[config.mk]
export PLATFORM = sky130hd
export DESIGN_NAME = countdown_timer
export DESIGN_NICKNAME = d
export VERILOG_FILES = /design/src/rtl/countdown_timer.sv
export SDC_FILE = /design/constraint.sdc
export NUM_CORES = 1
export LEC_CHECK = 0
export CAP_MARGIN = 20
export CORE_MARGIN = 8
export CORE_UTILIZATION = 54
export CTS_BUF_LIST = sky130_fd_sc_hd__clkbuf_4 sky130_fd_sc_hd__clkbuf_8
export CTS_CLUSTER_DIAMETER = 200
export DETAILED_ROUTE_END_ITERATION = 8
export HOLD_SLACK_MARGIN = 0.03
export PLACE_DENSITY = 0.8
export SETUP_SLACK_MARGIN = 0.3
export SYNTH_ARGS = -nofsm -noshare
export SYNTH_HDL_FRONTEND = slang
export SYNTH_SLANG_ARGS = --single-unit
[constraint.sdc]
create_clock -name clk -period 3.45 [get_ports clk]
set_input_delay 0.8625 -clock clk [delete_from_list [all_inputs] [get_ports clk]]
set_output_delay 0.8625 -clock clk [all_outputs]
set_load 0.02 [all_outputs]
[src/rtl/countdown_timer.sv]
// Countdown timer with load, start/pause control and optional auto-reload.
// Vectors are declared [0:WIDTH-1], so bit 0 is the MSB and arithmetic is
// ordinary unsigned arithmetic on the whole vector.
module countdown_timer #(
   parameter int unsigned WIDTH = 32,
   parameter int unsigned INIT  = 0
) (
   input  logic             clk,
   input  logic             rst,
   input  logic             load,
   input  logic [0:WIDTH-1] load_val,
   input  logic             start,
   input  logic             pause,
   input  logic             auto_reload,
   output logic [0:WIDTH-1] count,
   output logic             busy,
   output logic             expire
);

   typedef enum logic [1:0] {StIdle, StRun, StPaused} state_e;

   localparam logic [0:WIDTH-1] InitVal = WIDTH'(INIT);
   localparam logic [0:WIDTH-1] One     = WIDTH'(1);

   state_e           state_q, state_d;
   logic [0:WIDTH-1] count_q, count_d;
   logic [0:WIDTH-1] reload_q, reload_d;
   logic             expire_q, expire_d;

   // Next-state: load beats pause, pause beats start; expire is a one-cycle pulse.
   always_comb begin
      state_d  = state_q;
      count_d  = count_q;
      reload_d = reload_q;
      expire_d = 1'b0;
      if (load) begin
         count_d  = load_val;
         reload_d = load_val;
         state_d  = StIdle;
      end else if (pause) begin
         // Pause only matters while running; elsewhere it still masks start.
         if (state_q == StRun) begin
            state_d = StPaused;
         end
      end else begin
         case (state_q)
            StIdle, StPaused: begin
               if (start && (count_q != '0)) begin
                  state_d = StRun;
               end
            end
            StRun: begin
               if (count_q > One) begin
                  count_d = count_q - One;
               end else if (count_q == One) begin
                  expire_d = 1'b1;
                  if (auto_reload && (reload_q != '0)) begin
                     count_d = reload_q;
                  end else begin
                     count_d = '0;
                     state_d = StIdle;
                  end
               end else begin
                  // Running at zero cannot be reached; fall back to idle.
                  state_d = StIdle;
               end
            end
            default: state_d = StIdle;
         endcase
      end
   end

   // State registers with synchronous active-low reset.
   always_ff @(posedge clk) begin
      if (!rst) begin
         state_q  <= StIdle;
         count_q  <= InitVal;
         reload_q <= InitVal;
         expire_q <= 1'b0;
      end else begin
         state_q  <= state_d;
         count_q  <= count_d;
         reload_q <= reload_d;
         expire_q <= expire_d;
      end
   end

   assign count  = count_q;
   assign busy   = (state_q == StRun);
   assign expire = expire_q;

endmodule

==> metrics.md, run 1 <==
| Metric | Value |
|---|---|
| Post-synth cell types | 63 |
| Worst R2R Start | count[22] |
| Relative slew slack | 0.5677 |
| Share of power burned in registers | 0.436 |
| Mapped Avg Cell Area | 8.145 um2 |
| Row cnt | 30 |
| Number of global-route vias before repair | 4242 |
| Port Buffers | 71 |
| CTS tree | done |
| CP max FO | 7 |
| I/O pin count | 72 |
| YS warnings | 0 |
| Req. time, crit path | 3720 ps |
| CP Buf/Inv Count | 1 |
| Int Pwr | 0.001385 W |
| Layout net count | 571 |
| DR iter-0 viols | 399 |
| Initial antenna violation count | 0 |
| Highest achievable clock rate | 329.3 MHz |
| Clock sinks | 67 |
| Setup WS pre-CTS | 571.9 ps |
| Psw | 0.0006503 W |
| Final setup vio count | 0 |
| Syn nets | 506 |
| Drt drc | 0 |
| Crit path largest cell delay | 710 ps |
| Largest delay contributor family on the critical path | simple AND/OR/NAND/NOR gates |
| CTS Buf Count | 9 |
| Synthesized flop and latch total | 67 |
| Synthesis-to-layout area growth | 26.36% |
| Endpoints failing hold | 0 |
| RR Endpoint | count[19] |
| N_diodes | 0 |
| Hold endpoint | state_q[1] |
| Per-cell routed wire length | 20.18 um |
| Status | completed |
| Total number of vias | 4266 |
| Worst path slowest cell | or4_1 |
| Die Ht | 99.75 um |
| Most common library cell in the layout ignoring fill and taps | clkdlybuf4s50_1 |
| CTS max path bufs | 2 |
| Vias per cell | 6.761 |
| Combinational power share | 0.235 |
| Tot Pwr | 0.002035 W |
| Hold crit path type | reg -> reg |
| Number of flops mapped to enable cells by yosys | 0 |
| Post-CTS setup buffer count | 0 |
| Async S/R FF share, synth | 0 |
| Routed WL | 12740 um |
| Setup crit start kind | register |
| Worst path cell trace | or4_1 > nor3_2 > nand3_1 > nor2_1 > buf_4 > a221oi_1 > nor3_1 |
| Hold Path Origin | state_q[1] |
| Clock Root Buffer | clkbuf_8 |
| Sw Share | 0.3195 |
| Final worst slack | 413.3 ps |
| Clk_lat worst skew | 350 ps |
| Met3 GRT Util | 0.06844 |
| Pleak | 1.797 nW |
| Crit path kind | reg -> reg |
| Seq/Total Area, Yosys | 0.3541 |
| PD cells | 425.2 nW/um2 |
| CTS resizes | 0 |
| Met1 Track Usage GR | 0.3265 |
| Total GRT Usage | 0.2578 |
| Final Skew | 9.308 ps |
| Crit path arrival time | 3300 ps |
| Max-cap violation count | 0 |
| Post-route ant nets | 0 |
| Grt ovf | 0 |
| Starting Density | 0.5575 |
| RSZ-0062 raised after global routing | no |
| Core region area | 6794 um2 |
| Layout cell share with drive strength beyond 1 | 0.08785 |
| Final Cell Area | 4786 um2 |
| Die area | 9949 um2 |
| Max-slew violations | 0 |
| Detailed-router iteration count before antenna repair | 6 |
| Clock transition at path regs | 80 ps |
| Hpwl dp | 8897 um |
| First-pass GRT wire length | 20840 um |
| Commonest cells after routing, fill and taps aside | 70 x clkdlybuf4s50_1, 67 x dfxtp_1, 49 x nor2_1 |
| WHS | 487.1 ps |
| Largest net degree at the start of global routing | 52 |
| GR peak layer | met2 |
| Top FF cell, synth | dfxtp_1 |
| Fill count | 571 |
| Post-synthesis cell count | 465 |
| Hold buffers post-CTS | 0 |
| R2r setup slk | 410 ps |
| Clock network power share | 0.329 |
| Chip Width | 99.75 um |
| Peak supply drop | 0.3261 mV |
| Critical Path End Type | register |
| Slew @ Worst Pin | 646.0 ps |
| R2R cell count | 7 |
| Final period util | 0.8802 |
| Synthesized cell area | 3787 um2 |
| Min Tclk post-route | 3037 ps |
| H-tree Lvls | 3 |
| Hold path depth | 2 |
| GR Util met2 | 0.4028 |
| Placer's final routability congestion estimate | 0.9507 |
| Post-place instance area | 4588 um2 |
| Setup TNS | 0 ps |
## per-layer routing
layer | up-vias | part of all wire
li1 | 1924 | -
met2 | 310 | 0.45
met1 | 1987 | 0.40
met3 | 45 | 0.11
met4 | 0 | 0.034
met5 | - | 0
## sequential cells by signal (all words and copies together), names as in the netlist
register / flops
expire: 1
state_q: 2
count: 32
reload_q: 32
## worst min-delay path, delay by kind of cell, from the launching register on
family / cells / cell delay [ps]
and+or+nand+nor: 1 / 60
muxes: 1 / 60
DFF: 1 / 330
## metrics by stage
step           cells    util
2_1_floorplan    465       -
3_3_place_gp     615  0.6753
3_5_place_dp     615  0.6753
4_1_cts          631  0.7044
5_1_grt          631  0.7044
6_report         631  0.7044
## kinds of logic (layout without fill, tap and decap cells)
group / count (synthesis) / count (layout) / synth area share
compound gates: 133 / 133 / 0.2382
xor+xnor: 8 / 8 / 0.01850
fa+ha+maj: 3 / 3 / 0.009912
buf+inv: 41 / 111 / 0.04592
flops: 67 / 67 / 0.3541
mux: 27 / 27 / 0.07136
simple gates: 186 / 186 / 0.2620
## how the worst max path moves through the flow
stage,from,end,cells after the start,slack (ps)
floorplan,count[31],count[1],11,770
global placement,pause,count[17],8,610
finish,count[22],count[19],7,410
global route,count[22],count[10],6,370
detailed placement,pause,count[26],8,570
CTS,count[22],count[19],7,530
## cells in the mapped netlist (6+ instances only)
cell       n  area [um2]
xor2_1     7       61.31
buf_2      7       35.03
inv_1     10       37.54
a21oi_1   27       135.1
nor4_1    21       131.4
a41oi_1    6       52.55
o21ai_0   30       150.1
nor3_1    15       75.07
and3_1    13       81.33
clkbuf_1  14       52.55
nor2_1    49       183.9
nand4_1   12       75.07
a221oi_1   6       52.55
a22oi_1    8       60.06
dfxtp_1   67        1341
a31oi_1    7       43.79
buf_1      8       30.03
o22ai_1    8       50.05
nand2_1   35       131.4
nand3_1   11       55.05
mux2i_1   27       270.3
## layout make-up
cell class / instances / area, um2 / area share
Clock buffer: 11 / 145.1 / 0.03033
Clock inverter: 5 / 52.55 / 0.01098
Inverter: 10 / 37.54 / 0.007843
Multi-Input combinational cell: 357 / 2278 / 0.4761
Sequential cell: 67 / 1341 / 0.2803
Tap cell: 96 / 120.1 / 0.02510
Timing Repair Buffer: 85 / 810.8 / 0.1694
## power by group through the flow
stage,clock network (W),registers [W],logic [W]
after floorplan,0,0.000913,0.000265
after global placement,0,0.000899,0.000457
after detailed placement,0,0.000902,0.000467
after CTS,0.000674,0.000884,0.000470
after global routing,0.000712,0.000892,0.000520
final,0.000669,0.000887,0.000479
Power figures use the tool's default switching activity.
==> run 2: changes to the inputs <==
--- a/config.mk
+++ b/config.mk
@@ -5,7 +5,6 @@
 export SDC_FILE = /design/constraint.sdc
 export NUM_CORES = 1
 export LEC_CHECK = 0
-export CAP_MARGIN = 20
 export CORE_MARGIN = 8
 export CORE_UTILIZATION = 54
 export CTS_BUF_LIST = sky130_fd_sc_hd__clkbuf_4 sky130_fd_sc_hd__clkbuf_8
==> results of run 2 <==
Same layout as run 1: the final DEF is identical, and so are final timing and power.
==> run 3: changes to the inputs <==
--- a/config.mk
+++ b/config.mk
@@ -6,12 +6,12 @@
 export NUM_CORES = 1
 export LEC_CHECK = 0
 export CORE_MARGIN = 8
-export CORE_UTILIZATION = 54
-export CTS_BUF_LIST = sky130_fd_sc_hd__clkbuf_4 sky130_fd_sc_hd__clkbuf_8
+export CORE_UTILIZATION = 52
+export CTS_BUF_LIST = sky130_fd_sc_hd__clkbuf_4 sky130_fd_sc_hd__clkbuf_8 sky130_fd_sc_hd__clkbuf_16
 export CTS_CLUSTER_DIAMETER = 200
 export DETAILED_ROUTE_END_ITERATION = 8
 export HOLD_SLACK_MARGIN = 0.03
-export PLACE_DENSITY = 0.8
+export PLACE_DENSITY = 0.78
 export SETUP_SLACK_MARGIN = 0.3
 export SYNTH_ARGS = -nofsm -noshare
 export SYNTH_HDL_FRONTEND = slang
==> metrics.md, run 3 (synthesis gave the netlist of run 1 again) <==
| Metric | Value |
|---|---|
| Setup WS pre-CTS | 553.4 ps |
| Layout net count | 572 |
| Slew @ Worst Pin | 763.8 ps |
| Hold buffers post-CTS | 0 |
| Final core occ | 0.6762 |
| Status | completed |
| Worst path slowest cell | o21ai_0 |
| Row cnt | 31 |
| CTS resizes | 0 |
| Placer's final routability congestion estimate | 0.9394 |
| Largest net degree at the start of global routing | 39 |
| RSZ-0062 raised after global routing | no |
| Min Tclk post-route | 2897 ps |
| Final Skew | 5.829 ps |
| Drt drc | 0 |
| Setup TNS | 0 ps |
| H-tree Lvls | 3 |
| Commonest cells after routing, fill and taps aside | 70 x clkdlybuf4s50_1, 67 x dfxtp_1, 49 x nor2_1 |
| Starting Density | 0.5307 |
| Layout cell share with drive strength beyond 1 | 0.08955 |
| Post-CTS setup buffer count | 0 |
| First-pass GRT wire length | 20470 um |
| Clock Root Buffer | clkbuf_8 |
| Hpwl dp | 8986 um |
| Final Non-Filler Cells | 635 |
| N_diodes | 0 |
| Synthesis-to-layout area growth | 27.42% |
| Final period util | 0.8398 |
| Placed Cells | 619 |
| Final worst slack | 552.7 ps |
| Post-route ant nets | 0 |
| CTS tree | done |
| Critical Path End Type | register |
| Setup crit start kind | register |
| Number of global-route vias before repair | 4026 |
| Relative slew slack | 0.4889 |
| Clock network power share | 0.354 |
| Endpoints failing hold | 0 |
| Max-slew violations | 0 |
| Final setup vio count | 0 |
| CTS Buf Count | 9 |
| Die area | 10270 um2 |
| Int Pwr | 0.001470 W |
| Combinational power share | 0.226 |
| Clock transition at path regs | 70 ps |
| Crit path arrival time | 3140 ps |
| Pleak | 1.816 nW |
| Worst path cell trace | nor4_1 > nand4_1 > o21ai_0 > nor2_1 > buf_4 > a221o_1 > a32o_1 |
| Clock sinks | 67 |
| Crit path kind | reg -> reg |
| Tot Pwr | 0.002114 W |
| Routed WL | 12710 um |
| Clk_lat worst skew | 340 ps |
| Initial antenna violation count | 0 |
| Vias per cell | 6.498 |
| Peak supply drop | 0.2447 mV |
| I/O pin count | 72 |
| Die Ht | 101.3 um |
| Sw Share | 0.3046 |
| Share of power burned in registers | 0.420 |
| Total GRT Usage | 0.2497 |
| Highest achievable clock rate | 345.2 MHz |
| Req. time, crit path | 3690 ps |
| Area of the multi-input gates | 2278 um2 |
| CP max FO | 7 |
| Port Buffers | 71 |
| DR iter-0 viols | 499 |
| Psw | 0.0006439 W |
| Fill count | 619 |
| Detailed-router iteration count before antenna repair | 5 |
| Per-cell routed wire length | 20.02 um |
| Chip Width | 101.3 um |
| Most common library cell in the layout ignoring fill and taps | clkdlybuf4s50_1 |
| Max-cap violation count | 0 |
| Crit path largest cell delay | 540 ps |
| Hold crit path type | reg -> reg |
| Core region area | 7137 um2 |
| PD cells | 438.0 nW/um2 |
| Total number of vias | 4126 |
| Total area of sequential cells | 1341 um2 |
| Grt ovf | 0 |
| CTS max path bufs | 2 |
==> run 3: critical path: cells and delay by family, from the launching register on <==
family	cells	cell delay, ps
buffers and inverters	1	250
flip-flops	1	330
AND/OR/NAND/NOR	3	1110
AO/OA/AOI/OAI	3	1100
==> run 3: power groups by stage <==
stage / clock [W] / sequential (W) / combinational, W
6_report: 0.000748 / 0.000887 / 0.000478
5_1_grt: 0.000785 / 0.000893 / 0.000515
4_1_cts: 0.000752 / 0.000884 / 0.000471
3_5_place_dp: 0 / 0.000901 / 0.000467
3_3_place_gp: 0 / 0.000901 / 0.000460
2_1_floorplan: 0 / 0.000913 / 0.000265
==> run 3: metal layers <==
layer  track usage  share of wire  vias to the layer above
met5             0              0                        -
met4        0.1157          0.030                        0
met3       0.04399          0.093                       37
met2        0.3973           0.46                      268
met1        0.3204           0.42                     1896
li1              -              -                     1925
==> run 3: final cells by class <==
class | count | area share
Timing Repair Buffer | 86 | 0.1696
Inverter | 10 | 0.007778
Clock inverter | 4 | 0.01530
Tap cell | 99 | 0.02567
Multi-Input combinational cell | 357 | 0.4721
Clock buffer | 12 | 0.03163
Sequential cell | 67 | 0.2779
==> run 3: per-stage QoR <==
stage / instance area (um2) / hold slack (ps)
floorplan: 3787 / 447.3
global placement: 4599 / 462.5
detailed placement: 4599 / 474.8
CTS: 4826 / 487.3
global route: 4826 / 502.3
finish: 4826 / 483.6
==> run 3: final timing paths <==
path	start	endpoint	slack, ps	cells past startpoint
worst max-delay path	reload_q[31]	count[22]	550	7
worst min-delay path	reload_q[31]	reload_q[31]	480	2
worst max register to register	reload_q[31]	count[22]	550	7
worst min register to register	reload_q[31]	reload_q[31]	480	2
==> RTL edit: new RTL, config.mk and constraints of run 1 <==
The 3 states of `state_e` get a one-hot encoding in 3 bits.
--- a/src/rtl/countdown_timer.sv
+++ b/src/rtl/countdown_timer.sv
@@ -17,7 +17,7 @@
    output logic             expire
 );
 
-   typedef enum logic [1:0] {StIdle, StRun, StPaused} state_e;
+   typedef enum logic [2:0] {StIdle = 3'b001, StRun = 3'b010, StPaused = 3'b100} state_e;
 
    localparam logic [0:WIDTH-1] InitVal = WIDTH'(INIT);
    localparam logic [0:WIDTH-1] One     = WIDTH'(1);
Formal check against the unedited RTL: same outputs for any inputs over 4 cycles, from zero or initial values and one cycle with rst low; so few cycles prove little.
==> RTL edit against run 1 <==
Setup slack improved by 190 ps. Via count is 3.3% lower. Routed wire length is 3.6% lower. Highest routed layer unchanged. Die area up 2.2%. Power fell by 3.3%. Maximum frequency is 6.7% higher. Sequential cell count increased by 1. Area after synthesis is 2.6% higher. Design area grew 2.2%.
==> RTL edit: results (changes against run 1) <==
{
  "result_of_the_run": {"value": "completed"},
  "buffer_ports.inserted": {"value": 71, "change": "unchanged"},
  "routed_via_density": {"value": 6.40, "change": "-5.4%"},
  "synthesis.nets": {"value": 521, "change": "+3.0%"},
  "async_reset_ff_share": {"value": 0, "unit": "%", "change": "unchanged"},
  "place.detailed.hpwl": {"value": 8.78, "unit": "mm", "change": "-1.4%"},
  "most_used_flip_flop_cell_after_synthesis": {"value": "dfxtp_1"},
  "yosys-top-cells-count": {"value": "dfxtp_1, nor2_1, a21oi_1, mux2i_1, o21ai_0"},
  "grt_max_degree": {"value": 38, "change": "-27%"},
  "finish.net_count": {"value": 582, "change": "+1.9%"},
  "firstDrtPassIters": {"value": 5, "change": "-1"},
  "skew_pair_late_insertion_delay": {"value": 340, "unit": "ps"},
  "seq_area_frac_synth": {"value": 35.0, "unit": "%", "change": "-0.40 points"},
  "area_contributors_post_synth": {"value": "dfxtp_1, mux2i_1, nor2_1, a21oi_1, o21ai_0"},
  "clock-skew-final": {"value": 5.32, "unit": "ps", "change": "-3.98 ps"},
  "grt_antenna_before_repair": {"value": 0, "change": "unchanged"},
  "grtUsageTotal": {"value": 24.9, "unit": "%", "change": "-0.93 points"},
  "worst_ep_arrival_time": {"value": 3100, "unit": "ps", "change": "-200 ps"},
  "synthDistinctLibCells": {"value": 57, "change": "-9.5%"},
  "cts.htree.levels": {"value": 3, "change": "unchanged"},
  "filler_cell_count": {"value": 598, "change": "+4.7%"},
  "min-delay-path-class": {"value": "flip-flop to flip-flop"},
  "peakVddDrop": {"value": 0.219, "unit": "mV", "change": "-33%"},
  "drt-wirelength-per-cell": {"value": 19.0, "unit": "um", "change": "-5.7%"},
  "drive_above_1_share": {"value": 8.06, "unit": "%", "change": "-0.73 points"},
  "number_of_buffers_on_the_longest_clock_path": {"value": 2, "change": "unchanged"},
  "grt_first_pass_wirelength": {"value": 20.2, "unit": "mm", "change": "-3.3%"},
  "path_max_fanout": {"value": 11, "change": "+4"},
  "cts_resized": {"value": 0, "change": "unchanged"},
  "num_antenna_cells": {"value": 0, "change": "unchanged"},
  "initialDrtViolationCount": {"value": 383, "change": "-4.0%"},
  "clockRootBuffer": {"value": "clkbuf_8"},
  "clk_transition_reported_paths": {"value": 70, "unit": "ps"},
  "first_global_vias": {"value": 3915, "change": "-7.7%"},
  "worst_pin_slew": {"value": 759, "unit": "ps", "change": "+113 ps"},
  "post-cts-setup-buffers": {"value": 0, "change": "unchanged"},
  "synthesis.yosys.warnings": {"value": 0, "change": "unchanged"},
  "leakage": {"value": 1.88, "unit": "nW", "change": "+4.9%"},
  "cts_made_buffers": {"value": 9, "change": "unchanged"},
  "place_congestion": {"value": 0.910, "change": "-4.3%"}
}
RTL edit: through the flow:
step / cells / util, % / hold slack (ps) / instance area (sq um) / setup WS (ps)
2_1_floorplan: 480 / - / 459 / 3890 / 847
3_3_place_gp: 629 / 66.0 / 484 / 4680 / 716
3_5_place_dp: 629 / 66.0 / 487 / 4680 / 655
4_1_cts: 645 / 68.9 / 498 / 4890 / 660
5_1_grt: 645 / 68.9 / 514 / 4890 / 331
6_report: 645 / 68.9 / 505 / 4890 / 605
RTL edit: final cells by class:
class / count / area [sq um] / share of cell area (%)
inverters: 5 / 18.8 / 0.384
clock buffers: 16 / 208 / 4.25
multi-input cells: 369 / 2350 / 48.0
well taps: 99 / 124 / 2.53
flip-flops and latches: 68 / 1360 / 27.8
repair buffers: 88 / 833 / 17.0
RTL edit: layer usage:
metal	vias to the layer above	share of wire [%]	global-route usage, %
met5	-	0	0
met4	0	1.6	8.84
met3	21	9.9	6.22
met2	224	47	39.2
met1	1934	41	31.9
li1	1947	-	-
RTL edit: cell families after synthesis:
logic type | share of synthesized area [%]
DFF | 35.0
xor gates and xnor gates | 3.60
buffers and inverters | 4.63
AOI/OAI and AO/OA | 22.7
adders and majority gates | 0.966
muxes | 8.50
and+or+nand+nor | 24.6
RTL edit: worst paths after layout:
kind	from	end	slack [ps]	depth (start not counted)
max	count[15]	count[29]	600	7
min reg2reg	reload_q[29]	reload_q[29]	500	2
max reg2reg	count[15]	count[29]	600	7
min	reload_q[29]	reload_q[29]	500	2
RTL edit: report_power, final:
part / total [W] / internal (W) / leakage (nW) / switching (W)
Sequential: 0.000894 / 0.000831 / 0.561 / 0.0000627
Combinational: 0.000405 / 0.000187 / 1.21 / 0.000219
Clock: 0.000668 / 0.000377 / 0.110 / 0.000292
RTL edit: worst max-delay path, cell delays in order, from the launching register on:
cell and delay [ps]:
dfxtp_1 370, or4_1 620, nor4_2 520, nand4_1 220, and2_1 320, buf_4 220, a31o_2 200, a221oi_1 280
